[config.mk]
export PLATFORM = sky130hd
export DESIGN_NAME = ps2_host_transmitter_flat
export DESIGN_NICKNAME = d
export VERILOG_FILES = /design/src/rtl/ps2_host_transmitter_pkg.sv /design/src/rtl/ps2_host_transmitter_if.sv /design/src/rtl/ps2_host_transmitter_sync_edge.sv /design/src/rtl/ps2_host_transmitter.sv /design/src/flat_wrapper.sv
export SDC_FILE = /design/constraint.sdc
export NUM_CORES = 1
export LEC_CHECK = 0
export BUFFER_PORTS_ARGS = -buffer_cell sky130_fd_sc_hd__clkbuf_2
export CAP_MARGIN = 0
export CORE_MARGIN = 2
export CORE_UTILIZATION = 50
export DETAILED_ROUTE_END_ITERATION = 8
export HOLD_SLACK_MARGIN = 0.03
export PLACE_DENSITY = 0.71
export SLEW_MARGIN = 20
export SYNTH_ARGS = -nofsm -noshare
export SYNTH_HDL_FRONTEND = slang
export SYNTH_SLANG_ARGS = --single-unit
[constraint.sdc]
create_clock -name clk -period 2.6 [get_ports clk]
set_clock_uncertainty 0.2 [all_clocks]
set_input_delay 0.39 -clock clk [delete_from_list [all_inputs] [get_ports clk]]
set_output_delay 0.39 -clock clk [all_outputs]
set_load 0.05 [all_outputs]
[src/rtl/ps2_host_transmitter_pkg.sv]
// Shared types and constants for the PS/2 host-to-device transmitter.
package ps2_pkg;
  typedef enum logic [2:0] {IDLE, INHIBIT, SHIFT, ACK, WAIT_IDLE, FAIL} ps2_state_e;

  localparam int PS2_FRAME_BITS  = 11;
  localparam int PS2_LAST_TX_IDX = 9;

  localparam logic [7:0] PS2_CMD_SET_LEDS = 8'hED;
  localparam logic [7:0] PS2_CMD_ENABLE   = 8'hF4;
  localparam logic [7:0] PS2_CMD_RESET    = 8'hFF;
endpackage

[src/rtl/ps2_host_transmitter_if.sv]
// Processor-side command handshake and completion status.
interface ps2_host_transmitter_if;
  logic [7:0] tx_data;
  logic       tx_valid;
  logic       tx_ready;
  logic       busy;
  logic       done;
  logic       error;

  modport master (output tx_data, tx_valid, input tx_ready, busy, done, error);
  modport slave  (input tx_data, tx_valid, output tx_ready, busy, done, error);
endinterface

[src/rtl/ps2_host_transmitter_sync_edge.sv]
// 2-FF synchronizer for a PS/2 pad plus a falling-edge detector on the synchronized value.
module ps2_sync_edge (
  input  logic clk,
  input  logic rst_n,
  input  logic d,
  output logic q,
  output logic fall
);
  logic meta, prev;

  // Idle bus level is high, so all stages reset to 1 to avoid a false fall.
  always_ff @(posedge clk or negedge rst_n) begin
    if (!rst_n) begin
      meta <= 1'b1;
      q    <= 1'b1;
      prev <= 1'b1;
    end else begin
      meta <= d;
      q    <= meta;
      prev <= q;
    end
  end

  assign fall = prev & ~q;
endmodule

[src/rtl/ps2_host_transmitter.sv]
// Host-to-device PS/2 command transmitter; drives the open-collector lines only through OEs.
module ps2_host_transmitter
  import ps2_pkg::*;
#(
  parameter int INHIBIT_CYCLES = 5000,
  parameter int TIMEOUT_CYCLES = 1000000
) (
  input  logic                         clk,
  input  logic                         rst_n,
  ps2_host_transmitter_if.slave        tx,
  input  logic                         ps2_clk_in,
  input  logic                         ps2_data_in,
  output logic                         ps2_clk_oe,
  output logic                         ps2_data_oe
);
  localparam int CNT_MAX = (INHIBIT_CYCLES > TIMEOUT_CYCLES) ? INHIBIT_CYCLES : TIMEOUT_CYCLES;
  localparam int CNT_W   = $clog2(CNT_MAX + 1);

  ps2_state_e       state, state_d;
  logic [CNT_W-1:0] cnt, cnt_d;
  logic [3:0]       bit_idx, idx_d;
  logic [7:0]       byte_q, byte_d;
  logic             par_q, par_d;
  logic             clk_oe_q, clk_oe_d, data_oe_q, data_oe_d;
  logic             done_q, done_d, err_q, err_d;
  logic             clk_s, clk_fall, data_meta, data_s;
  logic             timed_out;

  ps2_sync_edge u_clk_sync (.clk(clk), .rst_n(rst_n), .d(ps2_clk_in), .q(clk_s), .fall(clk_fall));

  always_ff @(posedge clk or negedge rst_n) begin
    if (!rst_n) begin
      data_meta <= 1'b1;
      data_s    <= 1'b1;
    end else begin
      data_meta <= ps2_data_in;
      data_s    <= data_meta;
    end
  end

  always_ff @(posedge clk or negedge rst_n) begin
    if (!rst_n) begin
      state     <= IDLE;
      cnt       <= '0;
      bit_idx   <= '0;
      byte_q    <= '0;
      par_q     <= 1'b0;
      clk_oe_q  <= 1'b0;
      data_oe_q <= 1'b0;
      done_q    <= 1'b0;
      err_q     <= 1'b0;
    end else begin
      state     <= state_d;
      cnt       <= cnt_d;
      bit_idx   <= idx_d;
      byte_q    <= byte_d;
      par_q     <= par_d;
      clk_oe_q  <= clk_oe_d;
      data_oe_q <= data_oe_d;
      done_q    <= done_d;
      err_q     <= err_d;
    end
  end

  // Fires two counts early so the extra FAIL cycle lands error exactly
  // TIMEOUT_CYCLES after the request-to-send edge.
  assign timed_out = (cnt == CNT_W'(2));

  always_comb begin
    state_d   = state;
    cnt_d     = cnt;
    idx_d     = bit_idx;
    byte_d    = byte_q;
    par_d     = par_q;
    clk_oe_d  = clk_oe_q;
    data_oe_d = data_oe_q;
    done_d    = 1'b0;
    err_d     = 1'b0;
    case (state)
      IDLE: begin
        clk_oe_d  = 1'b0;
        data_oe_d = 1'b0;
        if (tx.tx_valid && tx.tx_ready) begin
          byte_d   = tx.tx_data;
          par_d    = ~^tx.tx_data;
          cnt_d    = CNT_W'(INHIBIT_CYCLES);
          clk_oe_d = 1'b1;
          state_d  = INHIBIT;
        end
      end
      INHIBIT: begin
        if (cnt <= CNT_W'(1)) begin
          data_oe_d = 1'b1;
          clk_oe_d  = 1'b0;
          cnt_d     = CNT_W'(TIMEOUT_CYCLES);
          idx_d     = '0;
          state_d   = SHIFT;
        end else begin
          cnt_d = cnt - CNT_W'(1);
        end
      end
      SHIFT: begin
        cnt_d = cnt - CNT_W'(1);
        if (timed_out) begin
          data_oe_d = 1'b0;
          state_d   = FAIL;
        end else if (clk_fall) begin
          idx_d = bit_idx + 4'd1;
          if (bit_idx < 4'd8)      data_oe_d = ~byte_q[bit_idx[2:0]];
          else if (bit_idx == 4'd8) data_oe_d = ~par_q;
          else begin
            data_oe_d = 1'b0;
            state_d   = ACK;
          end
        end
      end
      ACK: begin
        cnt_d = cnt - CNT_W'(1);
        if (timed_out)     state_d = FAIL;
        else if (clk_fall) state_d = data_s ? FAIL : WAIT_IDLE;
      end
      WAIT_IDLE: begin
        cnt_d = cnt - CNT_W'(1);
        if (timed_out) state_d = FAIL;
        else if (clk_s && data_s) begin
          done_d  = 1'b1;
          state_d = IDLE;
        end
      end
      FAIL: begin
        clk_oe_d  = 1'b0;
        data_oe_d = 1'b0;
        err_d     = 1'b1;
        state_d   = IDLE;
      end
      default: state_d = IDLE;
    endcase
  end

  // Ready is withheld during the completion pulse so the next handshake is a cycle later.
  assign tx.tx_ready = (state == IDLE) && !done_q && !err_q;
  assign tx.busy     = (state != IDLE);
  assign tx.done     = done_q;
  assign tx.error    = err_q;
  assign ps2_clk_oe  = clk_oe_q;
  assign ps2_data_oe = data_oe_q;
endmodule

[src/flat_wrapper.sv]
// flat-port wrapper written by rule: the top's interface ports become plain ports
module ps2_host_transmitter_flat import ps2_pkg::*;
#(
  parameter int INHIBIT_CYCLES = 5000,
  parameter int TIMEOUT_CYCLES = 1000000
)
  (clk, rst_n, ps2_clk_in, ps2_data_in, ps2_clk_oe, ps2_data_oe, tx_tx_data, tx_tx_valid, tx_tx_ready, tx_busy, tx_done, tx_error);
  ps2_host_transmitter_if tx_i ();
  input  logic clk;
  input  logic rst_n;
  input  logic ps2_clk_in;
  input  logic ps2_data_in;
  output logic ps2_clk_oe;
  output logic ps2_data_oe;
  input wire logic [$bits(tx_i.tx_data)-1:0] tx_tx_data;
  input wire logic [$bits(tx_i.tx_valid)-1:0] tx_tx_valid;
  output wire logic [$bits(tx_i.tx_ready)-1:0] tx_tx_ready;
  output wire logic [$bits(tx_i.busy)-1:0] tx_busy;
  output wire logic [$bits(tx_i.done)-1:0] tx_done;
  output wire logic [$bits(tx_i.error)-1:0] tx_error;
  assign tx_i.tx_data = tx_tx_data;
  assign tx_i.tx_valid = tx_tx_valid;
  assign tx_tx_ready = tx_i.tx_ready;
  assign tx_busy = tx_i.busy;
  assign tx_done = tx_i.done;
  assign tx_error = tx_i.error;
  ps2_host_transmitter #(.INHIBIT_CYCLES(INHIBIT_CYCLES), .TIMEOUT_CYCLES(TIMEOUT_CYCLES)) u_core (.clk(clk), .rst_n(rst_n), .tx(tx_i), .ps2_clk_in(ps2_clk_in), .ps2_data_in(ps2_data_in), .ps2_clk_oe(ps2_clk_oe), .ps2_data_oe(ps2_data_oe));
endmodule
After elaboration in Yosys (flattened, before gate mapping) --
Index checks and enable logic that the tools add are counted.
Word-level totals: flip-flop bits (word level) 45, bits in latches 0, memory bits (writable) 0, bits in read-only memories 0, bits of input ports 13, output and inout bits 6, logic and storage cells 94, memories kept 0
Operators by class: $add $sub $neg 2, multiply operators 0, divide/modulo/power cells 0, $lt $le $gt $ge 3, equal/unequal tests 16, shift operators 0, muxes and demuxes 34, bitwise operators 4, reduce and logical (&&, ||, !) cells 21
Operators with widths (number):
- $pmux 20 s3 | 1
- $mux 20 | 2
- $mux 3 | 10
- $eq 20x2->1 const B | 1
- $le 20x1->1 const B | 1
- $sub 20x1->20 const B | 1
- $pmux 3 s5 | 1
- $mux 1 | 13
- $mux 4 | 3
- $reduce_bool 3->1 | 4
- $ne 3x1->1 const B | 3
- $pmux 4 s2 | 1
- $reduce_xnor 8->1 | 1
- $reduce_and 7->1 | 1
- $eq 3x2->1 const B | 2
- $eq 3x3->1 const B | 2
- $ne 2x1->1 const B | 3
- $ne 3x2->1 const B | 2
- $pmux 1 s3 | 2
- $reduce_and 2->1 | 3
- $add 4x1->4 const B | 1
- $eq 4x4->1 const B | 1
- $logic_and 1x1->1 | 4
- $lt 3x4->1 const B | 1
- 13 further kinds | 16

Longest topological paths before layout --
word-level depth 7, depth in mapped cells 9

Cells and area by module --
From an unflattened synthesis, not the netlist that was laid out.
Unflattened totals: cell total of the unflattened synthesis 287, area, all modules 2643.8 µm²
By module, submodules not included:
- ps2_host_transmitter | instances 1, cells each 283, area an instance 2551.2 µm²
- ps2_sync_edge | instances 1, cells each 4, area an instance 92.6 µm²

Least setup slack after synthesis --
No wires, ideal clock.
path kind register to register, start point register u_core.state[2], end point register u_core.state[0], setup time 128 ps, data arrival time 3243 ps, slack -970 ps, stages on the path, launching flop included 8, path buffers 1, cells stage by stage dfrtp_1 -> or3_1 -> clkbuf_1 -> nor3_1 -> and2_2 -> nor2_1 -> a211oi_1 -> mux2_1
Between the ends: cells in the longest elaborated chain, start to end 6
RTL lines:
- from (decl) | RTL line ps2_host_transmitter.sv:19 | ps2_state_e state, state_d;
- from (signal assigned) | RTL line ps2_host_transmitter.sv:53 | state <= state_d;
- $logic_not 3->1 | RTL line ps2_host_transmitter.sv:141 | assign tx.tx_ready = (state == IDLE) && !done_q && !err_q;
- $logic_and 1x1->1 (2 in series) | RTL line ps2_host_transmitter.sv:141
- via tx_tx_ready | RTL line flat_wrapper.sv:17 | output wire logic [$bits(tx_i.tx_ready)-1:0] tx_tx_ready;
- $logic_and 1x1->1 | RTL line ps2_host_transmitter.sv:83 | if (tx.tx_valid && tx.tx_ready) begin
- $ne 2x1->1 (no line)
- $reduce_and 7->1 (no line)
The timed path passes the listed nets, and every way through them passes these cells. A chain may end at the register's enable or synchronous reset.

Final worst setup path --
start point register u_core.cnt[9], end point register u_core.state[0]
Between the ends: cells in the longest elaborated chain, start to end 3
RTL lines:
- from (decl) | RTL line ps2_host_transmitter.sv:20 | logic [CNT_W-1:0] cnt, cnt_d;
- from (signal assigned) | RTL line ps2_host_transmitter.sv:54 | cnt <= cnt_d;
- $le 20x1->1 / $eq 20x2->1 (equally long branches) | RTL line ps2_host_transmitter.sv:92, ps2_host_transmitter.sv:67
- $ne 2x1->1 (no line), or another cell as far along
- $reduce_and 7->1 (no line) / $pmux 3 s5 (equally long branches)
Several ways; a longest one is shown, not always the timed one.

==> qor.txt <==
unrepaired setup endpoints after global routing -> true
syn_nets -> 282
final hold slack -> 0.110 ns
Peak VDD IR -> 0.611 mV
WHS Path Cells -> 3
adder-cell share of the synthesized area -> 1.99%
Arr. time, crit path -> 2.60 ns
failing checks -> setup timing
DRT Pass-1 Iters -> 4
first-pass GRT wire length -> 9.35 mm
Initial Util -> 52.5%
Layout Cells excl Fill -> 379
kind of critical path -> flop to flop
DRT iter0 DRCs -> 170
Clk Latency, worst-skew pair -> 0.30 ns
#FFs+latches synth -> 45
Mean Syn Cell Area -> 9.49 um2
# setup viols final -> 1
# diodes -> 0
max_slew headroom -> 72.5%
Synth Area in Compound Gates -> 19.7%
Main synth FF type -> dfrtp_1
GR Util All Layers -> 22.3%
Synth Cell Area -> 0.00251 mm2
mux cell area share after synthesis -> 3.09%
CP Capture Type -> flop
FILL cells -> 401
Die ar. -> 0.00561 mm2
max_cap viols -> 0
# clock sinks -> 45
CTS Buffer Depth -> 2
Worst Setup SP -> u_core.cnt[9]
Final Slew Violations -> 0
H-tree levels -> 2
Startpoint Class -> flop
power per cell area -> 936 mW/mm2
share of cells above drive strength 1 -> 29.5%
initial antenna violation count -> 0
Num CTS Buffers -> 5
reg-to-reg slack, setup -> -0.001 ns
Layout area overhead -> 21.9%
area of the multi-input gates -> 0.00131 mm2
Worst Path Required -> 2.60 ns
final hold vios -> 0
DR DRC count -> 0
grt ovf -> 0
Worst Tran Pin Value -> 0.413 ns
Crit Path Max Fanout -> 5
die span in y -> 74.9 um
pin count of the biggest net entering global routing -> 30
Core Util, Final -> 64.0%
share of synthesized flip-flops with an asynchronous set or reset -> 100%
clock-pin slew on the worst setup and hold paths -> 0.09 ns
ANT nets after route -> 0
I/O pins -> 19
register area -> 0.00113 mm2
Vias/cell -> 5.62
P_leak -> 1.35 nW
gpl congestion -> 0.817
Critical R2R Launch -> u_core.cnt[9]
Final min period -> 2.60 ns
Reg2Reg Depth -> 7
Max Clock Freq -> 0.384 GHz
Period Utilization, post-route -> 100%
port bufs -> 18
final wirelength -> 5.67 mm
Post-Syn Instances -> 265
run status -> finished, violations left
Routed WL per cell -> 15.0 um
Root Driver -> clkbuf_8
CORE AREA -> 0.00479 mm2
final worst setup slack -> -0.00141 ns
Synth warnings -> 0
Final HPWL DP -> 4.04 mm
Post-Synth XOR/XNOR Area -> 2.44%
nets@finish -> 328
vias in the first global route -> 2000
Post-synth EDFFs -> 0
Synth Area in Simple Gates -> 22.3%
hold_sp -> tx_tx_data[7]
hold crit path type -> input pin to flop
sequential area share after synthesis -> 45.0%
placed insts -> 365
die width -> 74.9 um
# rows -> 25
TritonCTS clock tree -> yes
largest family of logic cells by synthesized area -> simple AND/OR/NAND/NOR gates
Synth cell types -> 51
via count -> 2131
state kept, by name, indices dropped and copies added, names as in the netlist:
name / count
u_core.cnt: 20
u_core.byte_q: 8
u_core.bit_idx: 4
u_core.state: 3
u_core.data_meta: 1
u_core.data_s: 1
u_core.par_q: 1
u_core.ps2_clk_oe: 1
u_core.ps2_data_oe: 1
u_core.tx.done: 1
u_core.tx.error: 1
u_core.u_clk_sync.meta: 1
u_core.u_clk_sync.prev: 1
u_core.u_clk_sync.q: 1
cells in the mapped netlist (all sizes together), types with 5 or more instances:
library cell | instances | share of area [%]
nor3 | 13 | 2.6
inv | 10 | 1.5
nand2 | 34 | 5.1
clkbuf | 9 | 2.1
a31oi | 5 | 1.2
o31ai | 5 | 2.0
xnor2 | 7 | 2.4
dfstp | 5 | 5.2
o21ai | 20 | 4.0
nand2b | 5 | 1.2
or4 | 5 | 1.8
a21oi | 20 | 4.1
buf | 5 | 1.8
or3 | 9 | 2.6
nand3 | 8 | 1.6
nor2 | 19 | 3.1
dfrtp | 40 | 40
logic make-up (layout without fill, tap and decap cells):
kind of cell	count (synthesis)	after routing
AOI/OAI and AO/OA	75	75
xor gates and xnor gates	7	7
adders and majority gates	4	4
buffers and inverters	24	71
DFF	45	45
muxes	5	5
and+or+nand+nor	105	105
per-stage QoR:
| stage | area (um2) | power [W] | setup TNS [ns] | setup slack [ns] |
|---|---|---|---|---|
| 2_1_floorplan | 2550 | 0.00185 | 0 | 0.0125 |
| 3_3_place_gp | 2830 | 0.00217 | -0.00915 | -0.00915 |
| 3_5_place_dp | 2830 | 0.00220 | -0.0974 | -0.0421 |
| 4_1_cts | 3000 | 0.00284 | 0 | 0.0205 |
| 5_1_grt | 3060 | 0.00306 | -0.207 | -0.0787 |
| 6_report | 3060 | 0.00287 | -0.00141 | -0.00141 |
cell type report:
class | count | share of cell area (%)
multi-input cells | 196 | 42.8
flip-flops and latches | 45 | 37.0
clock inverters | 3 | 2.12
repair buffers | 53 | 11.9
clock buffers | 5 | 2.25
inverters | 10 | 1.23
well taps | 67 | 2.74
worst max-delay path, stage by stage, from the launching register on:
cell and delay [ns]:
dfrtp_1 0.39, or4_4 0.58, nor4_4 0.35, and4_1 0.29, buf_6 0.13, a21oi_4 0.04
a211oi_2 0.22, mux2_4 0.32
placed cells by master (no fill, tap or decap), drive strengths merged, types with 5 or more instances in the layout:
cell type  synthesis  routed
nor2              19      19
a31oi              5       5
dfrtp             40      40
buf                5      32
or4                5       5
nor3              13      13
nand2             34      34
xnor2              7       7
nand3              8       8
clkbuf             9      23
inv               10      10
o31ai              5       5
dfstp              5       5
nand2b             5       5
or3                9       9
a21oi             20      20
o21ai             20      20
final timing paths:
path / end
setup reg to reg: u_core.state[0]
hold / removal: u_core.byte_q[7]
setup / recovery: u_core.state[0]
hold reg to reg: u_core.data_s
min in group asynchronous: u_core.state[0]
max in group asynchronous: u_core.cnt[13]
what timing repair did:
item,in CTS,in global routing
endpoints found under the hold margin,13,0
pin swaps,4,6
setup endpoints to repair,3,7
cloned,0,0
setup buffers,0,3
gates resized for setup,0,14
hold buffers,3,0
metal layers:
layer	part of all wire [%]	routed length, um	up-vias	track usage (%)
met5	0	0	-	0
met4	0.85	48	0	6.75
met3	3.4	192	6	4.15
met2	49	2790	40	36.2
met1	47	2640	1027	30.7
li1	-	-	1058	-
power by group:
part,switching (W),internal [W],total [W]
logic,0.000746,0.000501,0.00125
registers,0.000126,0.000874,0.00100
clock network,0.000238,0.000382,0.000620
total,0.00111,0.00176,0.00287
Power figures use the tool's default switching activity.
